**src/rtl/naneye_cfg_ctrl.sv**
```systemverilog
// rtl/naneye_cfg_ctrl.sv - NanEye configuration register bank, serialiser and break drivers
module naneye_cfg_ctrl #(
    parameter int CLOCK_PERIOD_PS = 20833,
    parameter int BIT_PERIOD_NS   = 400,
    parameter int C_NO_CFG_BITS   = 24,
    parameter int C_BREAK_CYCLES  = 16
) (
    input  logic        CLOCK,
    input  logic        RESET_N,
    input  logic        WE_A,
    input  logic [2:0]  ADD_A,
    input  logic [7:0]  DAT_A,
    output logic [7:0]  RDAT_A,
    input  logic        CONFIG_EN,
    input  logic        SYNC_START,
    input  logic        DEC_OUT_EN,
    input  logic [15:0] LINE_PERIOD,
    output logic        TX_END,
    output logic        TX_DAT,
    output logic        TX_CLK,
    output logic        TX_OE,
    output logic [1:0]  BREAK_N_OUTPUT,
    output logic        BUSY
);

    localparam int BIT_CYC = (BIT_PERIOD_NS * 1000) / CLOCK_PERIOD_PS;
    localparam int HALF    = BIT_CYC / 2;
    localparam int CYC_W   = (BIT_CYC > 1) ? $clog2(BIT_CYC) : 1;
    localparam int BIT_W   = 6;
    localparam int BRK_W   = $clog2(C_BREAK_CYCLES + 1);

    typedef enum logic [2:0] {
        S_IDLE,
        S_LOAD0,
        S_LOAD1,
        S_SHIFT,
        S_DONE
    } state_t;

    state_t             state_q, state_d;
    logic [31:0]        sh_q, sh_d;
    logic [CYC_W-1:0]   cyc_q, cyc_d;
    logic [BIT_W-1:0]   bit_q, bit_d;
    logic [7:0]         regs_q [8];
    logic [7:0]         rdat_q;
    logic [BRK_W-1:0]   brk_cnt_q;
    logic               brk_busy_n_q;
    logic [1:0]         word_addr;
    logic [15:0]        word_rd;

    // Host register bank with registered readback
    always_ff @(posedge CLOCK or negedge RESET_N) begin
        if (!RESET_N) begin
            for (int i = 0; i < 8; i++) begin
                regs_q[i] <= 8'h00;
            end
            rdat_q <= 8'h00;
        end else begin
            if (WE_A) begin
                regs_q[ADD_A] <= DAT_A;
            end
            rdat_q <= regs_q[ADD_A];
        end
    end

    assign RDAT_A    = rdat_q;
    assign word_addr = (state_q == S_LOAD1) ? 2'd1 : 2'd0;
    assign word_rd   = {regs_q[{word_addr, 1'b1}], regs_q[{word_addr, 1'b0}]};

    // FSM and serialiser state registers
    always_ff @(posedge CLOCK or negedge RESET_N) begin
        if (!RESET_N) begin
            state_q <= S_IDLE;
            sh_q    <= '0;
            cyc_q   <= '0;
            bit_q   <= '0;
        end else begin
            state_q <= state_d;
            sh_q    <= sh_d;
            cyc_q   <= cyc_d;
            bit_q   <= bit_d;
        end
    end

    // Next-state: load two words, then shift MSB first one bit per BIT_CYC cycles
    always_comb begin
        state_d = state_q;
        sh_d    = sh_q;
        cyc_d   = cyc_q;
        bit_d   = bit_q;
        case (state_q)
            S_IDLE: begin
                cyc_d = '0;
                bit_d = '0;
                if (CONFIG_EN) begin
                    state_d = (LINE_PERIOD != 16'd0) ? S_LOAD0 : S_DONE;
                end
            end
            S_LOAD0: begin
                sh_d[15:0] = word_rd;
                state_d    = S_LOAD1;
            end
            S_LOAD1: begin
                sh_d[31:16] = word_rd;
                state_d     = S_SHIFT;
            end
            S_SHIFT: begin
                if (cyc_q == CYC_W'(BIT_CYC - 1)) begin
                    cyc_d = '0;
                    // Rotate rather than shift so the whole word stays live; only the low bits matter
                    sh_d  = {sh_q[30:0], sh_q[31]};
                    if (bit_q == BIT_W'(C_NO_CFG_BITS - 1)) begin
                        state_d = S_DONE;
                    end else begin
                        bit_d = bit_q + 1'b1;
                    end
                end else begin
                    cyc_d = cyc_q + 1'b1;
                end
            end
            S_DONE: begin
                state_d = S_IDLE;
            end
            default: begin
                state_d = S_IDLE;
            end
        endcase
    end

    assign BUSY   = (state_q == S_LOAD0) || (state_q == S_LOAD1) || (state_q == S_SHIFT);
    assign TX_OE  = (state_q == S_SHIFT);
    assign TX_END = (state_q == S_DONE);
    assign TX_CLK = TX_OE && (cyc_q >= CYC_W'(HALF));
    assign TX_DAT = TX_OE && sh_q[C_NO_CFG_BITS-1];

    // Break drivers: sync-start pulse counter and busy-window break lagging BUSY by one cycle
    always_ff @(posedge CLOCK or negedge RESET_N) begin
        if (!RESET_N) begin
            brk_cnt_q    <= '0;
            brk_busy_n_q <= 1'b1;
        end else begin
            brk_busy_n_q <= ~BUSY;
            if (SYNC_START) begin
                brk_cnt_q <= BRK_W'(C_BREAK_CYCLES);
            end else if (DEC_OUT_EN) begin
                brk_cnt_q <= '0;
            end else if (brk_cnt_q != '0) begin
                brk_cnt_q <= brk_cnt_q - 1'b1;
            end
        end
    end

    assign BREAK_N_OUTPUT = {brk_busy_n_q, (brk_cnt_q == '0)};

endmodule

```
**config.mk**
```make
export PLATFORM = sky130hd
export DESIGN_NAME = naneye_cfg_ctrl
export DESIGN_NICKNAME = d
export VERILOG_FILES = /design/src/rtl/naneye_cfg_ctrl.sv
export SDC_FILE = /design/constraint.sdc
export NUM_CORES = 1
export LEC_CHECK = 0
export CAP_MARGIN = 25
export CORE_AREA = 3 3 106 108
export CTS_CLUSTER_SIZE = 14
export DETAILED_ROUTE_END_ITERATION = 16
export DIE_AREA = 0 0 109 111
export GPL_ROUTABILITY_DRIVEN = 1
export PLACE_DENSITY = 0.76
export SLEW_MARGIN = 40
export SYNTH_ARGS = -nofsm -noshare
export SYNTH_HDL_FRONTEND = slang
export SYNTH_SLANG_ARGS = --single-unit
```
**constraint.sdc**
```tcl
create_clock -name CLOCK -period 2.45 [get_ports CLOCK]
set_input_delay 0.49 -clock CLOCK [delete_from_list [all_inputs] [get_ports CLOCK]]
set_output_delay 0.49 -clock CLOCK [all_outputs]
set_load 0.1 [all_outputs]
```
==> qor.yml, run 1 <==
logic_synthesis:
  synthFlopType: "dfrtp_1"
  avgSynthCellArea_um2: 11.5
  synthCells: 519
  synth_warnings: 0
  syn_nets: 557
  ys_ff_latch: 124
  synth_edf_count: 0
  yosysSeqAreaShare_pct: 52.1
  ys_async_sr_fraction_pct: 100
  syn_area_um2: 5960
  synth_cell_type_count: 57
sta:
  report.final.slew_viol_count: 0
  timing.hold.ws_ns: 0.504
  period_minus_slack_ns: 2.30
  fin_ws_ns: 0.149
  worst_pin_slew_ns: 0.731
  fin_crit_sh_pct: 93.9
  timing.slew.headroom_pct: 51.2
  hold_viol: 0
  fin_tns_setup_ns: 0
  clock_skew_ns: 0.00572
  rsz0062_at_grt: "no"
  fmax_mhz: 435
  setup_violations: 0
cts:
  cts.clk_slew.worst_paths_ns: 0.05
  clkLatencyLatePin_ns: 0.52
  post_cts_resized: 0
  cts-root-buf: "clkbuf_8"
  cts_max_path_buffers: 2
  htree_levels: 4
  cts_tree: "yes"
  cts.sinks: 124
  cts_buffers: 17
detailed_routing:
  ant_nets: 0
  met3_length_um: 633
  drtIter0Drc: 286
  firstDrtPassIters: 5
  wirelength_um: 13400
  wl_met2_um: 6760
  highest_layer: "met4"
  wl_met1_um: 5760
  via_count: 4270
  viasPerCell: 5.87
  wl_per_cell_um: 18.4
  drc: 0
layout:
  fin_area_um2: 7310
  nFillCells: 718
  n_antenna_cell: 0
  instances_no_fill: 728
  nets: 617
  seq_area_um2: 3100
  syn2layout_area_growth_pct: 22.8
  postLayoutCoreUtil_pct: 70.8
  drive_above_1_share_pct: 28.4
  multi_input_area_um2: 2660
floorplanning:
  die_h_um: 111
  io_pins: 48
  die_area_um2: 12100
  fp.dieW_um: 109
  placementRows: 37
  start_util_pct: 57.7
  coreArea_um2: 10300
status:
  status: "completed"
setup_path:
  worstSetupPathType: "reg -> out"
  crit_chain: "ha_1, o41ai_1, a21oi_2, buf_12"
  reg2regPathDepth: 6
  critPathArrivalTime_ns: 1.81
  cp-start-kind: "register"
  r2r_slack_ns: 0.51
  path_depth: 4
  crit_family: "flip-flops"
  crit_fanout: 7
  worst_ep_required_time_ns: 1.96
  cpMaxStageDelayCell: "dfrtp_1"
  slowest_delay_ns: 0.45
  end_kind: "primary output"
  path_buf_inv: 1
power:
  leakagePower_nw: 3.19
  vdd_drop_max_mv: 0.648
  power_density_nw_per_um2: 1020
  total_power_mw: 7.45
global_route:
  grt_max_degree: 63
  grt_pass1_wl_um: 22300
  grt.total_usage_pct: 23.7
  antenna_found_initial: 0
  grt_pass1_vias: 4442
  grt.overflow.total: 0
place:
  post-place-ws_ns: 0.172
  place_hpwl_um: 9060
  dpl_cell_area_um2: 6670
  post-place-cells: 692
  routabilityCongestion: 0.804
  port_buffers: 47
worst_hold_path:
  hp-class: "reg -> reg"
  hold_path_depth: 1
flow_run:
  maxCapViolations: 0
-- synthesized netlist by cell type, types with 2 or more instances --
cell type,instances,area share [%]
nand3_1,8,0.67
nand2_1,14,0.88
nor2_1,43,2.7
inv_1,13,0.82
or2_2,2,0.21
and3_1,3,0.32
a21oi_1,73,6.1
mux2i_1,12,2.0
o21ai_0,11,0.92
o221ai_1,3,0.44
ha_1,5,1.1
nor2b_1,19,2.0
a22o_1,4,0.59
or4b_1,2,0.34
dfrtp_1,123,52
buf_2,14,1.2
mux4_2,2,0.76
a221oi_1,4,0.59
nand4_1,3,0.32
a22oi_1,5,0.63
nor3_1,6,0.50
nand2b_1,2,0.21
nor4_1,4,0.42
nand3b_1,2,0.25
mux2_2,83,16
o22ai_1,4,0.42
or3_1,3,0.32
buf_4,6,0.76
clkbuf_1,5,0.32
and2_1,3,0.32
o211ai_1,6,0.76
a21o_1,2,0.25
mux2_1,5,0.95
nor3_4,2,0.55
-- kinds of logic (layout without fill, tap and decap cells) --
logic type	after synthesis	after routing	share of synthesized area, %
fa+ha+maj	5	5	1.05
flops	124	124	52.1
mux	102	102	19.4
buf+inv	42	115	3.47
simple gates	127	127	12.2
compound gates	117	117	11.5
xor+xnor	2	2	0.294
-- timing repair --
| item | CTS | global route |
|---|---|---|
| endpoints found under the hold margin | 0 | 12 |
| endpoints found under the setup margin | 0 | 2 |
| hold buffers | 0 | 1 |
| setup buffers | 0 | 3 |
-- where the power goes --
part | internal, mW | switching, mW | total, mW
logic | 0.835 | 1.04 | 1.88
clock network | 1.66 | 0.839 | 2.50
registers | 2.65 | 0.423 | 3.08
total | 5.15 | 2.30 | 7.45
-- flip-flops by register name (all words and copies together) (netlist names) --
name          cells
regs_q           64
sh_q             32
RDAT_A            8
bit_q             6
brk_cnt_q         5
cyc_q             5
state_q           3
brk_busy_n_q      1
-- cell type report --
cell class | count | share of cell area [%]
flip-flops and latches | 124 | 42.4
clock buffers | 27 | 7.27
repair buffers | 69 | 9.77
multi-input cells | 353 | 36.4
clock inverters | 5 | 1.06
well taps | 136 | 2.33
inverters | 14 | 0.719
-- worst paths after layout --
| kind | from | end |
|---|---|---|
| max | cyc_q[0] | TX_CLK |
| min | regs_q[28] | regs_q[28] |
| max reg2reg | cyc_q[0] | state_q[1] |
| min reg2reg | regs_q[28] | regs_q[28] |
| max in group asynchronous | RESET_N | sh_q[21] |
| min in group asynchronous | RESET_N | brk_cnt_q[0] |
-- cell usage in the layout (no fill, tap or decap), drive strengths merged, types with 4 or more instances in the layout --
cell type	count
mux2	88
clkdlybuf4s50	31
ha	5
mux2i	12
buf	37
nor3	8
nor2	43
nor2b	19
a21oi	73
inv	13
and2	4
clkbuf	27
o211ai	6
o22ai	4
nor4	4
a221oi	4
a22o	4
o21ai	11
nand3	9
nand4	4
nand2	14
dfrtp	123
a22oi	5
-- worst reg2reg max path, cell delays in order, from the launching register on --
cell and delay, ns:
dfrtp_1 0.45, inv_1 0.10, ha_1 0.17, and4bb_2 0.32, nand2_1 0.09, or4b_1 0.51, and2_1 0.18
-- layer usage --
metal | global-route usage (%) | vias up
met2 | 38.7 | 111
li1 | - | 1994
met4 | 8.00 | 0
met5 | 0 | -
met3 | 5.18 | 19
met1 | 31.0 | 2146
(Power assumes the default switching activity.)
==> run 2: changes to the inputs <==
--- a/config.mk
+++ b/config.mk
@@ -5,7 +5,6 @@
 export SDC_FILE = /design/constraint.sdc
 export NUM_CORES = 1
 export LEC_CHECK = 0
-export CAP_MARGIN = 25
 export CORE_AREA = 3 3 106 108
 export CTS_CLUSTER_SIZE = 14
 export DETAILED_ROUTE_END_ITERATION = 16
==> constraint.sdc (replaced) <==
create_clock -name CLOCK -period 2.45 [get_ports CLOCK]
set_input_delay 0.49 -clock CLOCK [delete_from_list [all_inputs] [get_ports CLOCK]]
set_output_delay 0.49 -clock CLOCK [all_outputs]
set_load 0.005 [all_outputs]
==> run 2 against run 1 <==
Compared with the run above: wire length is 0.54% higher; global-route usage is 0.29 points higher; sequential cell count stayed put; combinational power is 22% lower; critical path depth is 1 lower; setup slack worse by 0.065 ns; sequential power hardly changed; clock skew is 0.0019 ns higher; critical path type unchanged.
==> qor.yml, run 2 (synthesis gave the netlist of run 1 again) <==
sta:
  report.final.slew_viol_count: 0
  hold_viol: 0
  fin_ws_ns: 0.0843
  rsz0062_at_grt: "no"
  clock_skew_ns: 0.00767
  timing.slew.headroom_pct: 49.2
  fin_crit_sh_pct: 96.6
  period_minus_slack_ns: 2.37
  fin_tns_setup_ns: 0
  fmax_mhz: 423
  worst_pin_slew_ns: 0.760
  setup_violations: 0
detailed_routing:
  met3_length_um: 675
  via_count: 4328
  drc: 0
  wirelength_um: 13400
  highest_layer: "met4"
  drtIter0Drc: 318
  firstDrtPassIters: 4
  ant_nets: 0
  wl_met1_um: 5840
  viasPerCell: 5.97
  wl_per_cell_um: 18.5
  wl_met2_um: 6720
floorplanning:
  placementRows: 37
  die_h_um: 111
  io_pins: 48
  coreArea_um2: 10300
  fp.dieW_um: 109
  die_area_um2: 12100
  start_util_pct: 57.7
cts:
  cts-root-buf: "clkbuf_8"
  cts.clk_slew.worst_paths_ns: 0.05
  cts.sinks: 124
  cts_buffers: 17
  clkLatencyLatePin_ns: 0.53
  cts_max_path_buffers: 2
  htree_levels: 4
  cts_tree: "yes"
place:
  routabilityCongestion: 0.793
  post-place-ws_ns: 0.187
  port_buffers: 47
  place_hpwl_um: 8940
layout:
  largest_reg_flops: 64
  nets: 615
  drive_above_1_share_pct: 26.1
  syn2layout_area_growth_pct: 22.2
  final_common_cell: "dfrtp_1"
  layout.cells.most_common_list: "dfrtp_1 (119), mux2_2 (83), a21oi_1 (72)"
  largest_register: "regs_q"
  n_antenna_cell: 0
power:
  total_power_mw: 7.08
  leakagePower_nw: 3.15
  power_density_nw_per_um2: 972
  vdd_drop_max_mv: 0.821
setup_path:
  critPathArrivalTime_ns: 1.88
  cpMaxStageDelayCell: "clkdlybuf4s50_1"
  worstSetupPathType: "reg -> out"
  worst_ep_required_time_ns: 1.96
  slowest_delay_ns: 0.50
  crit_chain: "nand3b_1, inv_1, clkdlybuf4s50_1"
  crit_fanout: 8
  end_kind: "primary output"
  cp-start-kind: "register"
status:
  status: "completed"
global_route:
  grt_pass1_wl_um: 22500
  grt_pass1_vias: 4587
  antenna_found_initial: 0
  grt_max_degree: 39
  grt.overflow.total: 0
  grt.total_usage_pct: 24.0
worst_hold_path:
  hp-class: "in -> async"
flow_run:
  maxCapViolations: 0
run 2: changes by cell type in the layout (fill, tap and decap cells not counted), moves of 2 or more:
cell / before / now
clkinv_2: 2 / 4
bufinv_16: 2 / 4
clkbuf_1: 2 / 4
dfrtp_1: 123 / 119
dfrtp_2: 0 / 4
clkbuf_8: 9 / 3
buf_4: 27 / 15
buf_12: 9 / 5
clkdlybuf4s50_1: 31 / 44
dlygate4sd2_1: 0 / 2
run 2: through the flow:
stage	std cells	hold WS, ns	area [µm²]	util [%]
detailed placement	690	0.489	6630	64.2
global route	725	0.510	7280	70.5
floorplan	519	0.194	5960	-
CTS	725	0.469	7280	70.5
global placement	690	0.483	6630	64.2
finish	725	0.478	7280	70.5
run 2: cell type report:
class | count | area [µm²]
Clock buffer | 23 | 457
Clock inverter | 8 | 140
Fill cell | 747 | 3040
Inverter | 14 | 52.6
Multi-Input combinational cell | 353 | 2670
Sequential cell | 124 | 3110
Tap cell | 136 | 170
Timing Repair Buffer | 67 | 681
run 2: timing repair:
| action | 4_1_cts | 5_1_grt |
|---|---|---|
| buffers inserted | 3 | 0 |
| hold buffers | 1 | 0 |
| resized for setup | 8 | 2 |
| endpoints found under the hold margin | 34 | 0 |
| setup endpoints to repair | 4 | 2 |
run 2: critical path, delay by kind of cell (launching register included):
kind / cells / cell delay (ns)
buf+inv: 2 / 0.62
flops: 1 / 0.46
simple gates: 1 / 0.27
run 2: routing by layer:
layer	up-vias	GRT usage [%]
met4	0	7.58
met3	20	5.88
met1	2212	32.4
met5	-	0
li1	1991	-
met2	105	37.9
run 2: worst paths after layout:
path	slack, ns	cells after the start	to	start
worst max-delay path	0.08	3	TX_OE	state_q[2]
max in group asynchronous	1.24	3	brk_busy_n_q	RESET_N
worst max register to register	0.61	6	state_q[1]	cyc_q[0]
min in group CLOCK	0.50	1	regs_q[2]	regs_q[2]
worst min register to register	0.50	1	regs_q[2]	regs_q[2]
worst min-delay path	0.48	2	regs_q[16]	RESET_N
run 2: power by group:
group	total, mW	switching [mW]	leakage, nW	internal [mW]
Sequential	3.07	0.411	1.49	2.66
Combinational	1.47	0.668	1.36	0.798
Clock	2.54	0.852	0.296	1.69
